--- src/rtl/fir_pkg.sv ---
// rtl/fir_pkg.sv - shared widths, sample/coefficient types and MAC state encoding
package fir_pkg;

  localparam int DATA_W = 16;
  localparam int COEF_W = 16;

  typedef logic signed [DATA_W-1:0] sample_t;
  typedef logic signed [COEF_W-1:0] coef_t;

  typedef enum logic [1:0] {
    IDLE  = 2'd0,
    ACCUM = 2'd1,
    OUT   = 2'd2
  } mac_state_t;

endpackage

--- src/rtl/fir_round_sat.sv ---
// rtl/fir_round_sat.sv - round-half-up shift of the accumulator to 16 bits
// FIR_MAC_SAT_EN selects saturation to [-32768, 32767]; otherwise the result wraps.
module fir_round_sat #(
  parameter int ACC_W   = 35,
  parameter int FRAC_SH = 15
) (
  input  logic signed [ACC_W-1:0] i_acc,
  output logic [15:0]             o_data
);

  localparam logic signed [ACC_W-1:0] HALF = ACC_W'(1) << (FRAC_SH - 1);

`ifdef FIR_MAC_SAT_EN
  localparam logic signed [ACC_W-1:0] MAX_S = ACC_W'(32767);
  localparam logic signed [ACC_W-1:0] MIN_S = ACC_W'(-32768);

  logic signed [ACC_W-1:0] w_r;

  assign w_r = (i_acc + HALF) >>> FRAC_SH;

  always_comb begin
    if (w_r > MAX_S) begin
      o_data = 16'h7fff;
    end else if (w_r < MIN_S) begin
      o_data = 16'h8000;
    end else begin
      o_data = w_r[15:0];
    end
  end
`else
  // Truncating the shifted sum keeps the low 16 bits: plain two's-complement wrap.
  assign o_data = 16'((i_acc + HALF) >>> FRAC_SH);
`endif

endmodule

--- src/rtl/fir_mac_seq.sv ---
// rtl/fir_mac_seq.sv - time-multiplexed N-tap MAC, one tap per cycle, one sample out per vector
// Output saturation vs wrap is chosen by FIR_MAC_SAT_EN inside fir_round_sat.
module fir_mac_seq
  import fir_pkg::*;
#(
  parameter int N       = 8,
  parameter int FRAC_SH = 15,
  parameter int ACC_W   = 32 + $clog2(N)
) (
  input  logic                  clk,
  input  logic                  rst,
  input  logic                  in_valid,
  input  logic [DATA_W*N-1:0]   taps_in,
  output logic                  in_ready,
  input  logic                  coef_we,
  input  logic [$clog2(N)-1:0]  coef_addr,
  input  logic [COEF_W-1:0]     coef_data,
  output logic                  out_valid,
  output logic [15:0]           data_out,
  output logic                  busy,
  output logic                  overrun
);

  localparam int IDX_W = $clog2(N);

  mac_state_t              r_state;
  mac_state_t              w_next_state;
  logic [IDX_W-1:0]        r_idx;
  logic signed [ACC_W-1:0] r_acc;
  sample_t                 r_snap [N];
  coef_t                   r_coef [N];
  logic                    r_out_valid;
  logic                    r_overrun;
  logic [15:0]             r_data_out;

  logic                    w_last;
  logic                    w_coef_wr;
  logic signed [31:0]      w_snap_x;
  logic signed [31:0]      w_coef_x;
  logic signed [31:0]      w_prod;
  logic [15:0]             w_rounded;

  assign w_last    = (r_idx == IDX_W'(N - 1));
  // The bank only changes in IDLE so an operation always sees one consistent set.
  assign w_coef_wr = (r_state == IDLE) && coef_we && (32'(coef_addr) < 32'(N));
  assign w_snap_x  = 32'(r_snap[r_idx]);
  assign w_coef_x  = 32'(r_coef[r_idx]);
  assign w_prod    = w_snap_x * w_coef_x;

  always_ff @(posedge clk or negedge rst) begin
    if (!rst) begin
      r_state <= IDLE;
    end else begin
      r_state <= w_next_state;
    end
  end

  always_comb begin
    w_next_state = r_state;
    case (r_state)
      IDLE:    if (in_valid) w_next_state = ACCUM;
      ACCUM:   if (w_last) w_next_state = OUT;
      OUT:     w_next_state = IDLE;
      default: w_next_state = IDLE;
    endcase
  end

  always_comb begin
    in_ready = (r_state == IDLE);
    busy     = (r_state != IDLE);
  end

  always_ff @(posedge clk or negedge rst) begin
    if (!rst) begin
      r_idx       <= '0;
      r_acc       <= '0;
      r_out_valid <= 1'b0;
      r_overrun   <= 1'b0;
      r_data_out  <= '0;
      for (int i = 0; i < N; i++) begin
        r_snap[i] <= '0;
      end
    end else begin
      r_out_valid <= 1'b0;
      if (in_valid && (r_state != IDLE)) begin
        r_overrun <= 1'b1;
      end
      case (r_state)
        IDLE: begin
          if (in_valid) begin
            for (int i = 0; i < N; i++) begin
              r_snap[i] <= taps_in[i*DATA_W +: DATA_W];
            end
            r_acc <= '0;
            r_idx <= '0;
          end
        end
        ACCUM: begin
          r_acc <= r_acc + {{(ACC_W-32){w_prod[31]}}, w_prod};
          r_idx <= w_last ? '0 : r_idx + IDX_W'(1);
        end
        OUT: begin
          r_data_out  <= w_rounded;
          r_out_valid <= 1'b1;
        end
        default: ;
      endcase
    end
  end

  always_ff @(posedge clk or negedge rst) begin
    if (!rst) begin
      for (int i = 0; i < N; i++) begin
        r_coef[i] <= '0;
      end
    end else if (w_coef_wr) begin
      r_coef[coef_addr] <= coef_data;
    end
  end

  fir_round_sat #(
    .ACC_W   (ACC_W),
    .FRAC_SH (FRAC_SH)
  ) u_round_sat (
    .i_acc  (r_acc),
    .o_data (w_rounded)
  );

  assign out_valid = r_out_valid;
  assign data_out  = r_data_out;
  assign overrun   = r_overrun;

endmodule

--- config.mk ---
export PLATFORM = sky130hd
export DESIGN_NAME = fir_mac_seq
export DESIGN_NICKNAME = d
export VERILOG_FILES = /design/src/rtl/fir_pkg.sv /design/src/rtl/fir_round_sat.sv /design/src/rtl/fir_mac_seq.sv
export SDC_FILE = /design/constraint.sdc
export NUM_CORES = 1
export LEC_CHECK = 0
export CORE_ASPECT_RATIO = 2
export CORE_UTILIZATION = 56
export CTS_BUF_LIST = sky130_fd_sc_hd__clkbuf_4 sky130_fd_sc_hd__clkbuf_8
export CTS_CLUSTER_SIZE = 28
export DETAILED_ROUTE_END_ITERATION = 12
export PLACE_DENSITY = 0.79
export REMOVE_ABC_BUFFERS = 1
export SLEW_MARGIN = 15
export SYNTH_ARGS = -nofsm -noshare
export SYNTH_HDL_FRONTEND = slang
export SYNTH_SLANG_ARGS = --single-unit
--- constraint.sdc ---
create_clock -name clk -period 8.62 [get_ports clk]
set_input_delay 1.724 -clock clk [delete_from_list [all_inputs] [get_ports clk]]
set_output_delay 1.724 -clock clk [all_outputs]
set_load 0.02 [all_outputs]
# After elaboration in Yosys (flattened, before gate mapping)
# Index checks and enable logic that the tools add are counted.
[op_classes]
n_addsub = 3
n_mul = 1
magnitude_cmp = 3
n_eq_ne = 5
muxes = 18
bitwise = 2
n_reduce_logical = 9
[ops]
columns = ["op", "n"]
rows = [
  ["$bwmux W128", 1],
  ["$bmux W16 S3", 2],
  ["$mux W16", 5],
  ["$pmux W35 S2", 1],
  ["$demux W16 S3", 1],
  ["$add A35 B35 Y35", 1],
  ["$mux W35", 1],
  ["$mul A16 B16 Y32", 1],
  ["$add A31 B16 Y31 const B", 1],
  ["$ge A4 B4 Y1 const B", 2],
  ["$not A3 Y4", 2],
  ["$mux W3", 2],
  ["$pmux W3 S2", 1],
  ["$reduce_and A2 Y1", 3],
  ["$lt A4 B1 Y1 const B", 1],
  ["$mux W2", 2],
  ["$ne A2 B2 Y1 const B", 2],
  ["$pmux W2 S2", 1],
  ["$reduce_bool A2 Y1", 2],
  ["$add A3 B1 Y3 const B", 1],
  ["$eq A3 B3 Y1 const B", 1],
  ["$logic_and A1 B1 Y1", 3],
  ["$eq A2 B1 Y1 const B", 1],
  ["$eq A2 B2 Y1 const B", 1],
  ["other kinds (2)", 2],
]
[totals]
ff_bits = 314
input_bits = 151
out_inout_bits = 20
wordCells = 63

# Longest topological paths before layout
# Gate-level depths: netlist of run 1.
[depth]
word_depth = 7
depth_mapped = 39
mapped_depth_nobuf = 36

# Cells and area by module
# A second synthesis of run 1 with hierarchy kept.
[hier_totals]
cells_unflattened = 2201
hier_area_um2 = 25084.1
[modules_own_cells]
columns = ["mod", "instances", "cells_each", "area_per_inst_um2", "seq_area_each_um2"]
rows = [
  ["fir_mac_seq", 1, 2157, 24706.2, 7857.5],
  ["fir_round_sat", 1, 44, 377.9, 0.0],
]

# Least setup slack after synthesis of run 1
# OpenSTA, ideal clock, no wires.
[synth_path]
kind = "register to register"
from = "reg r_idx[0]"
to = "reg r_acc[30]"
arrival_ns = 9.198
t_required_ns = 8.489
path_slack_ns = -0.710
path_stages_with_launch = 37
path_buffers = 3
period_less_slack_ns = 9.330
path_cell_list = "dfrtp_1 > buf_2 > buf_1 > mux4_2 > mux2i_1 > clkbuf_1 > nor2_1 > fa_1 > inv_1 > fa_1 > fa_1 > inv_1 > fa_1 > fa_1 > inv_1 > fa_1 > inv_1 > ha_1 > a211oi_1 > nor4b_2 > and4b_1 > o21a_1 > o21ai_0 > nand2b_1 > a21oi_1 > xnor2_1 > ha_1 > and3_1 > nand3_1 > nor2_1 > a22o_1 > o41a_1 > a31oi_1 > o21ai_0 > xnor2_1 > xnor2_1 > o21ai_1"
[synth_between]
elab_chain_len = 7
[synth_lines]
columns = ["item", "line_no", "source"]
rows = [
  ["from (decl)", "fir_mac_seq.sv:28", "logic [IDX_W-1:0] r_idx;"],
  ["from (signal assigned)", "fir_mac_seq.sv:100", "r_idx <= w_last ? '0 : r_idx + IDX_W'(1);"],
  ["$not A3 Y4 (not written as such) *", "fir_mac_seq.sv:46, fir_mac_seq.sv:47", ""],
  ["$bmux W16 S3, on equally long branches", "fir_mac_seq.sv:46, fir_mac_seq.sv:47", ""],
  ["$mux W16, on equally long branches (2 in series)", "fir_mac_seq.sv:46, fir_mac_seq.sv:47", ""],
  ["$mul A16 B16 Y32 *", "fir_mac_seq.sv:48", "assign w_prod = w_snap_x * w_coef_x;"],
  ["$add A35 B35 Y35 *", "fir_mac_seq.sv:99", "r_acc <= r_acc + {{(ACC_W-32){w_prod[31]}}, w_prod};"],
  ["$pmux W35 S2 *", "fir_mac_seq.sv:88", "case (r_state)"],
  ["to (signal assigned)", "fir_mac_seq.sv:99", ""],
  ["to (decl)", "fir_mac_seq.sv:29", "logic signed [ACC_W-1:0] r_acc;"],
]
# Mark *: on every way between the ends. The rest lies on a longest branch, timed or not. The select of a mux whose other input is x is not followed.
# A chain may end at the register's enable or synchronous reset.

# Worst setup path in the final report of run 1
[layout_path]
from = "reg r_idx[0]"
to = "reg r_acc[28]"
# Same word-level chain as after synthesis.

==> metrics.txt, run 1 <==
Max stage delay on crit path 0.53 ns; DRT iter0 DRCs 785; Setup Viol. Count Final 2; Max Fanout on Critical Path 6; total of max-cap violations 0; Worst Path Required 9.11 ns; first-pass GRT wire length 108100 um; FFs w/ async S/R, synth 100.0%; Root Buffer clkbuf_8; hpwl dp 52270 um; PnR worst setup slack -0.2021 ns; Top cell by count, worst path fa_1; Post-Syn Area per Cell 10.15 sq um; Die Wd 150 um; Clock transition at path regs 0.07 ns; Unique masters post-synth 59; FF+latch count, synth 310; utilization after layout 70.08%; Setup crit end kind flop; Worst Setup EP r_acc[28]; Yosys warning total 0; Critical Path Start r_idx[0]; wirelength, routed 67140 um; vias per cell 5.587; sinks on the clock net 310; Layout Nets 3316; actual slew at the worst max-slew pin 1.140 ns; routed len/inst 19.83 um; CP max-delay cell fa_1; via count 18910; Clock Path Buffers 3; routability cong. 0.9432; row cnt 108; die height 298 um; Syn Inst Count 2417; most common cell after layout, fill and taps aside nand2_1; register area share after synthesis 31.62%; r2r startpoint r_idx[0]; Core ar. 43240 sq um; Die ar. 44700 sq um; Skew-Pair Late Insertion Delay 0.62 ns; Reg2Reg Setup Slack -0.20 ns; clk_skew 0.02913 ns; Yosys top cell by area dfrtp_1; Initial Util 56.73%; Ports 171; Area Growth Syn to Fin 23.53%; most frequent cells in the layout nand2_1, dfrtp_1, inv_1; period utilization 102.3%; Slew HR 24.00%; share of layout cells above drive strength 1 22.89%; fin. max-slew vios 0; Fin. Hold Viols 0; minimum clock period 8.822 ns; status finished, violations left; setup TNS -0.4023 ns; # fillers 3112; R2R depth 38; Worst R2R End r_acc[28]; Arr. time, crit path 9.31 ns; CTS buffer count 46; GRT overflow 0; critical path class reg2reg; vias in the first global route 21240; ranking of synthesized cells by area dfrtp_1, fa_1, nand2_1, mux2_2, mux4_2; Total Routing Usage GR 31.75%; Worst Hold Class reg2reg; Yosys top cell area share 31.62%; Port Buffers 170; failing checks setup timing; Max Fclk 113.4 MHz; initial antenna violation count 4; pre-CTS setup slack -0.4047 ns; synthesized area 24530 sq um; DR pass1 iterations 5; Worst Setup Start Kind flop; Main synth FF type dfrtp_1; RSZ-0062 raised after global routing true; htree depth 2; CTS Hold Bufs 0; Residual DRC 0; largest net degree at the start of global routing 172; CTS tree done; post-route ant nets 0; number of enable flip-flop cells after synthesis 0
==> final cells by class <==
type	count	area [sq um]	area share, %
Antenna cell	4	10.01	0.03303
Clock inverter	13	185.2	0.6111
Inverter	318	1197	3.951
Clock buffer	72	947.2	3.126
Multi-Input combinational cell	1698	15680	51.74
Sequential cell	310	7764	25.62
Tap cell	550	688.2	2.271
Timing Repair Buffer	420	3832	12.65
==> cell usage after synthesis (7+ instances only) <==
library cell	n
mux4_2	64
nor2b_1	9
dfrtp_1	310
clkbuf_1	81
and2_1	7
mux2_2	152
ha_1	114
xnor2_1	51
and3_1	13
nand4_1	8
nand2b_1	19
o21ai_0	53
inv_1	317
nand3_1	46
nand2_1	548
fa_1	257
a21o_1	25
xor2_1	29
o21ai_1	16
o21bai_1	8
a21oi_1	39
nor2_1	146
mux2i_1	25
==> cell families (layout without fill, tap and decap cells) <==
logic type      after synthesis  count (layout)  synth area share [%]
compound gates              188             188                 4.998
xor+xnor                     80              80                 2.856
fa+ha+maj                   371             371                 26.79
other cells                   0               4                     0
flops                       310             310                 31.62
buf+inv                     409             823                 6.289
simple gates                818             818                 13.58
mux                         241             241                 13.87
==> worst max-delay path, delay by kind of cell, from the launching register on <==
| family | cells | cell delay (ns) |
|---|---|---|
| adders and majority gates | 8 | 3.41 |
| AOI/OAI and AO/OA | 11 | 2.06 |
| buffers and inverters | 10 | 1.23 |
| and+or+nand+nor | 5 | 0.63 |
| muxes | 2 | 0.59 |
| DFF | 1 | 0.50 |
| xor gates and xnor gates | 2 | 0.29 |
==> worst min-delay path by stage <==
stage          depth (start not counted)        from  slack [ns]          to
6_report                               2  r_snap[18]        0.47  r_snap[18]
5_1_grt                                2  r_snap[94]        0.49  r_snap[94]
3_5_place_dp                           2  r_snap[80]        0.46  r_snap[80]
3_3_place_gp                           1     overrun        0.45     overrun
4_1_cts                                2  r_snap[29]        0.47  r_snap[29]
2_1_floorplan                          2  r_snap[16]        0.44  r_snap[16]
==> metal layers <==
metal  vias up  part of all wire (%)  track usage, %
met5         -                     0               0
met4         0                   8.7           24.48
met3       304                   3.5           3.415
met2       604                    56           59.17
met1      9490                    32           31.15
li1       8513                     -               -
==> sequential cells by signal, indices dropped and copies added, names as in the netlist <==
register,cells
r_snap,128
data_out,16
overrun,1
r_acc,31
r_state,2
r_coef,128
out_valid,1
r_idx,3
==> per-stage QoR <==
| stage | hold slack (ns) | cells | instance area [sq um] |
|---|---|---|---|
| floorplan | 0.4403 | 2326 | 24180 |
| global placement | 0.4476 | 3250 | 28200 |
| detailed placement | 0.4571 | 3250 | 28200 |
| CTS | 0.4714 | 3365 | 29940 |
| global route | 0.4893 | 3385 | 30300 |
| finish | 0.4688 | 3385 | 30300 |
==> repair_timing <==
item                       4_1_cts  5_1_grt
pin swaps                       20       53
gates resized for setup         71       58
cloned                           3        0
setup endpoints to repair        3       12
buffers inserted                27       16
Power of run 1 is not shown: default switching activity piles up to over one toggle a cycle in this logic, so the estimate is an artifact.
==> run 2, diff against run 1 <==
--- a/config.mk
+++ b/config.mk
@@ -6,11 +6,11 @@
 export NUM_CORES = 1
 export LEC_CHECK = 0
 export CORE_ASPECT_RATIO = 2
-export CORE_UTILIZATION = 56
+export CORE_UTILIZATION = 62
 export CTS_BUF_LIST = sky130_fd_sc_hd__clkbuf_4 sky130_fd_sc_hd__clkbuf_8
 export CTS_CLUSTER_SIZE = 28
 export DETAILED_ROUTE_END_ITERATION = 12
-export PLACE_DENSITY = 0.79
+export PLACE_DENSITY = 0.83
 export REMOVE_ABC_BUFFERS = 1
 export SLEW_MARGIN = 15
 export SYNTH_ARGS = -nofsm -noshare
==> constraint.sdc (replaced) <==
create_clock -name clk -period 8.5 [get_ports clk]
set_input_delay 1.7 -clock clk [delete_from_list [all_inputs] [get_ports clk]]
set_output_delay 1.7 -clock clk [all_outputs]
set_load 0.02 [all_outputs]
==> run 2 against run 1 <==
Effect of this change:
- the flow still finishes with violations (setup timing)
- die area shrank 9.6%
- routed wire length grew 3.1%
- non-clock buffer count grew 9
==> metrics.txt, run 2 (same netlist as run 1, synthesis figures left out) <==
GRT overflow 0 (unchanged); failing checks setup timing; largest registers r_coef: 128 flops, r_snap: 128 flops, r_acc: 31 flops; routability cong. 1.004 (+6.4%); wirelength, routed 69230 um (+3.1%); CTS tree done; Core ar. 38800 sq um (-10%); post-route ant nets 0 (unchanged); pre-CTS setup slack -0.5555 ns (-0.1508 ns); share of layout cells above drive strength 1 23.08% (+0.19 points); minimum clock period 8.747 ns (-0.07554 ns); initial antenna violation count 3 (-1); CTS buffer count 45 (-2.2%); Initial Util 63.23% (+6.5 points); Max stage delay on crit path 0.54 ns (about the same); total of max-cap violations 0 (unchanged); HP Start r_snap[18]; Ports 171 (unchanged); fin. max-slew vios 0 (unchanged); Root Buffer clkbuf_8; PnR worst setup slack -0.2465 ns (-0.04446 ns); Slew HR 26.88% (+2.9 points); Skew-Pair Late Insertion Delay 0.64 ns (+0.02 ns); most common cell after layout, fill and taps aside nand2_1; status finished, violations left; Total Routing Usage GR 35.37% (+3.6 points); row cnt 102 (-5.6%); Die Wd 142.7 um (-4.9%); hpwl dp 52970 um (+1.3%); Setup Viol. Count Final 4 (+2); CTS Hold Bufs 0 (unchanged); multi-input combinational cell area 15670 sq um (about the same); via count 19110 (+1.0%); Die ar. 40420 sq um (-9.6%); vias in the first global route 21100 (-0.68%); Worst Hold Class reg2reg; vias per cell 5.687 (+1.8%); Worst Setup Start Kind flop; routed len/inst 20.60 um (+3.9%); # fillers 2462 (-21%); Critical Path Start r_idx[0]; DR pass1 iterations 5 (unchanged); Area Growth Syn to Fin 23.51% (about the same); Port Buffers 170 (unchanged); Clock transition at path regs 0.07 ns (about the same); largest net degree at the start of global routing 203 (+18%); Clock Path Buffers 3 (unchanged); DRT iter0 DRCs 927 (+18%); most frequent cells in the layout nand2_1, inv_1, dfrtp_1; Worst Path Required 9.00 ns (-0.11 ns); Finished Layout Cells 3360 (-0.74%); htree depth 2 (unchanged); first-pass GRT wire length 107300 um (-0.74%); Layout Nets 3324 (+0.24%); RSZ-0062 raised after global routing true; Top cell by count, worst path buf_4; Arr. time, crit path 9.25 ns (-0.06 ns); Max Fanout on Critical Path 7 (+1); CP max-delay cell fa_2; Max Fclk 114.3 MHz (+0.86%); sinks on the clock net 310 (unchanged); die height 283.3 um (-4.9%); period utilization 102.9% (+0.56 points); critical path class reg2reg; actual slew at the worst max-slew pin 1.097 ns (-0.04324 ns); Setup crit end kind flop; placed cells 3243 (-0.22%); Residual DRC 0 (unchanged); Reg area 7764 sq um (unchanged); clk_skew 0.04232 ns (+0.01319 ns); r2r startpoint r_idx[0]; Fin. Hold Viols 0 (unchanged)
run 2: changes by cell type in the layout (fill, tap and decap cells not counted), sizes merged:
cell,delta
bufbuf,-1
clkinv,+2
bufinv,-1
buf,+10
clkinvlp,-1
clkbuf,-2
diode,-2
run 2: final timing paths:
path                          endpoint  slack (ns)  cells after the start
min in group asynchronous   r_snap[31]        1.13                      1
setup / recovery             r_acc[28]       -0.25                     38
hold reg to reg             r_snap[18]        0.47                      2
hold / removal              r_snap[18]        0.47                      2
max in group asynchronous  r_snap[107]        5.83                      3
setup reg to reg             r_acc[28]       -0.25                     38
run 2: worst max-delay path: cells and delay by family, from the launching register on:
family	cells	cell delay [ns]
DFF	1	0.44
xor gates and xnor gates	2	0.32
AOI/OAI and AO/OA	8	1.62
and+or+nand+nor	6	0.64
muxes	2	0.71
adders and majority gates	8	3.45
buffers and inverters	12	1.45
run 2: final cells by class:
cell class                      instances  share of cell area, %
Antenna cell                            2                0.01652
Tap cell                              520                  2.147
Timing Repair Buffer                  429                  12.95
Inverter                              318                  3.952
Sequential cell                       310                  25.62
Clock inverter                         13                 0.5492
Clock buffer                           70                  3.056
Multi-Input combinational cell       1698                  51.71
run 2: metrics by stage:
stage	utilization, %	hold slack, ns	TNS (ns)	cell area, sq um
finish	78.10	0.4729	-0.5728	30300
global route	78.10	0.4916	-2.896	30300
CTS	77.34	0.4721	-0.1062	30010
detailed placement	72.98	0.4582	-1.854	28310
global placement	72.98	0.4385	-0.7610	28310
floorplan	-	0.4403	-32.84	24180
run 2: layer usage:
layer  GRT usage, %  part of all wire, %  vias up
met5              0                0.019        -
met1          34.71                   32     9593
li1               -                    -     8533
met2          65.85                   55      672
met3          4.158                  4.0      307
met4          27.28                  8.5        2
run 2: repair_timing:
action | 4_1_cts | 5_1_grt
setup endpoints to repair | 7 | 14
gates resized for setup | 87 | 43
cloned | 3 | 0
pin swaps | 38 | 43
buffers inserted | 18 | 10
Power of run 2 is left out for the same reason.
==> run 3, diff against run 2 <==
--- a/config.mk
+++ b/config.mk
@@ -6,11 +6,11 @@
 export NUM_CORES = 1
 export LEC_CHECK = 0
 export CORE_ASPECT_RATIO = 2
-export CORE_UTILIZATION = 62
+export CORE_UTILIZATION = 65
 export CTS_BUF_LIST = sky130_fd_sc_hd__clkbuf_4 sky130_fd_sc_hd__clkbuf_8
 export CTS_CLUSTER_SIZE = 28
 export DETAILED_ROUTE_END_ITERATION = 12
-export PLACE_DENSITY = 0.83
+export PLACE_DENSITY = 0.87
 export REMOVE_ABC_BUFFERS = 1
 export SLEW_MARGIN = 15
 export SYNTH_ARGS = -nofsm -noshare
==> constraint.sdc (replaced) <==
create_clock -name clk -period 11 [get_ports clk]
set_input_delay 2.2 -clock clk [delete_from_list [all_inputs] [get_ports clk]]
set_output_delay 2.2 -clock clk [all_outputs]
set_load 0.02 [all_outputs]
==> run 3 against run 2 <==
Effect of this change:
- the flow now finishes without violations
- clock-buffer cell count is 4 lower
- clock skew down 0.0066 ns
- global-route usage down 0.23 points
- worst setup slack gained 1.1 ns
- die area decreased by 4.6%
- first-iteration DRC count decreased by 13%
- cell area shrank 8.4%
- register-to-register slack improved by 1.1 ns
- largest cell class unchanged
- highest routed layer is now met4
==> metrics.txt, run 3 (same netlist as run 1, synthesis figures left out) <==
CTS Hold Bufs 0 (unchanged); r2r startpoint r_idx[0]; first-pass GRT wire length 104000 um (-3.0%); wirelength, routed 64090 um (-7.4%); Worst Setup Start Kind flop; Root Buffer clkbuf_8; Setup crit end kind flop; via count 18160 (-5.0%); period utilization 92.31% (-11 points); critical path class reg2reg; WP buf/inv 4 (-8); Post-CTS Setup Repair Bufs 0 (-18); CTS tree done; DRT iter0 DRCs 803 (-13%); most common cell after layout, fill and taps aside nand2_1; Hold Crit Depth 1 (-1); # fillers 2505 (+1.7%); Worst Path Required 11.49 ns (+2.49 ns); Die ar. 38570 sq um (-4.6%); post-route ant nets 0 (unchanged); status completed; CTS buffer count 44 (-2.2%); die height 276.7 um (-2.3%); DR pass1 iterations 7 (+2); Core ar. 37160 sq um (-4.2%); Max stage delay on crit path 0.95 ns (+0.41 ns); row cnt 100 (-2.0%); routability cong. 0.9945 (-0.90%); Port Buffers 170 (unchanged); GRT overflow 0 (unchanged); hpwl dp 49790 um (-6.0%); Hold Slack 0.4643 ns (-0.008536 ns); sinks on the clock net 310 (unchanged); Fin. Hold Viols 0 (unchanged); Reg2Reg Setup Slack 0.85 ns (+1.09 ns); Worst R2R End r_acc[30]; Initial Util 66.02% (+2.8 points); Area Growth Syn to Fin 13.15%; Arr. time, crit path 10.64 ns (+1.39 ns); Worst Hold Class reg2reg; CTS resizes 0 (-100%); total of max-cap violations 0 (unchanged); clk_skew 0.03571 ns (-0.006606 ns); Ports 171 (unchanged); Skew-Pair Late Insertion Delay 0.62 ns (-0.02 ns); actual slew at the worst max-slew pin 1.143 ns (+0.04602 ns); fin. max-slew vios 0 (unchanged); largest registers r_coef: 128 flops, r_snap: 128 flops, r_acc: 31 flops; Max Fclk 98.48 MHz (-14%); Slew HR 23.81% (-3.1 points); R2R depth 30 (-21%); Residual DRC 0 (unchanged); Max Fanout on Critical Path 39 (+32); HP Start overrun; largest net degree at the start of global routing 202 (-0.49%); Clock transition at path regs 0.07 ns (about the same); worst hold endpoint overrun; vias per cell 5.914 (+4.0%); most frequent cells in the layout nand2_1, inv_1, dfrtp_1; Clock Path Buffers 3 (unchanged); initial antenna violation count 2 (-1); pre-CTS setup slack 0.8933 ns (+1.449 ns); Total Routing Usage GR 35.15% (-0.23 points); Top cell by count, worst path fa_1; htree depth 2 (unchanged); Die Wd 139.4 um (-2.3%); share of layout cells above drive strength 1 13.53% (-9.5 points); Setup Viol. Count Final 0 (-4); vias in the first global route 20400 (-3.3%); CP max-delay cell dfrtp_4; PnR worst setup slack 0.8456 ns (+1.092 ns); minimum clock period 10.15 ns (+1.408 ns); routed len/inst 20.88 um (+1.3%); Layout Nets 3102 (-6.7%); RSZ-0062 raised after global routing false; CP top delay family adder cells
run 3: final cells by class:
cell class                 count  area, sq um  share of cell area [%]
multi-input combinational   1698        15250                   54.93
inverter                     318         1194                   4.300
tap                          459        574.3                   2.069
clock inverter                 9        122.6                  0.4417
clock buffer                  66        827.0                   2.979
antenna                        2        5.005                 0.01803
sequential                   310         7764                   27.97
timing repair buffer         208         2024                   7.293
run 3: worst register-to-register path: cells and delay by family (launching register included):
kind | cells | cell delay, ns
muxes | 2 | 1.33
buffers and inverters | 4 | 0.21
and+or+nand+nor | 4 | 0.93
DFF | 1 | 0.95
xor gates and xnor gates | 3 | 0.53
AOI/OAI and AO/OA | 9 | 2.50
adders and majority gates | 8 | 3.60
run 3: through the flow:
step / utilization [%] / instance area (sq um) / TNS, ns / std cells
6_report: 74.70 / 27760 / 0 / 3070
5_1_grt: 74.70 / 27760 / 0 / 3070
4_1_cts: 74.60 / 27720 / 0 / 3067
3_5_place_dp: 72.05 / 26770 / 0 / 2992
3_3_place_gp: 72.05 / 26770 / 0 / 2992
2_1_floorplan: - / 24180 / -0.07855 / 2326
run 3: metal layers:
layer | GRT usage [%] | part of all wire [%]
met5 | 0 | 0
met4 | 25.95 | 7.9
met3 | 4.081 | 4.1
met2 | 65.20 | 55
met1 | 35.89 | 33
run 3: worst max path at each step:
stage	from	end	slack (ns)	cells past startpoint
6_report	r_idx[0]	r_acc[30]	0.85	30
5_1_grt	r_idx[0]	r_acc[30]	0.40	30
3_5_place_dp	r_idx[0]	r_acc[30]	0.89	30
3_3_place_gp	r_idx[0]	r_acc[30]	1.15	33
2_1_floorplan	r_idx[0]	r_acc[30]	-0.08	33
4_1_cts	r_idx[0]	r_acc[30]	0.89	30
Power of run 3 is left out for the same reason.
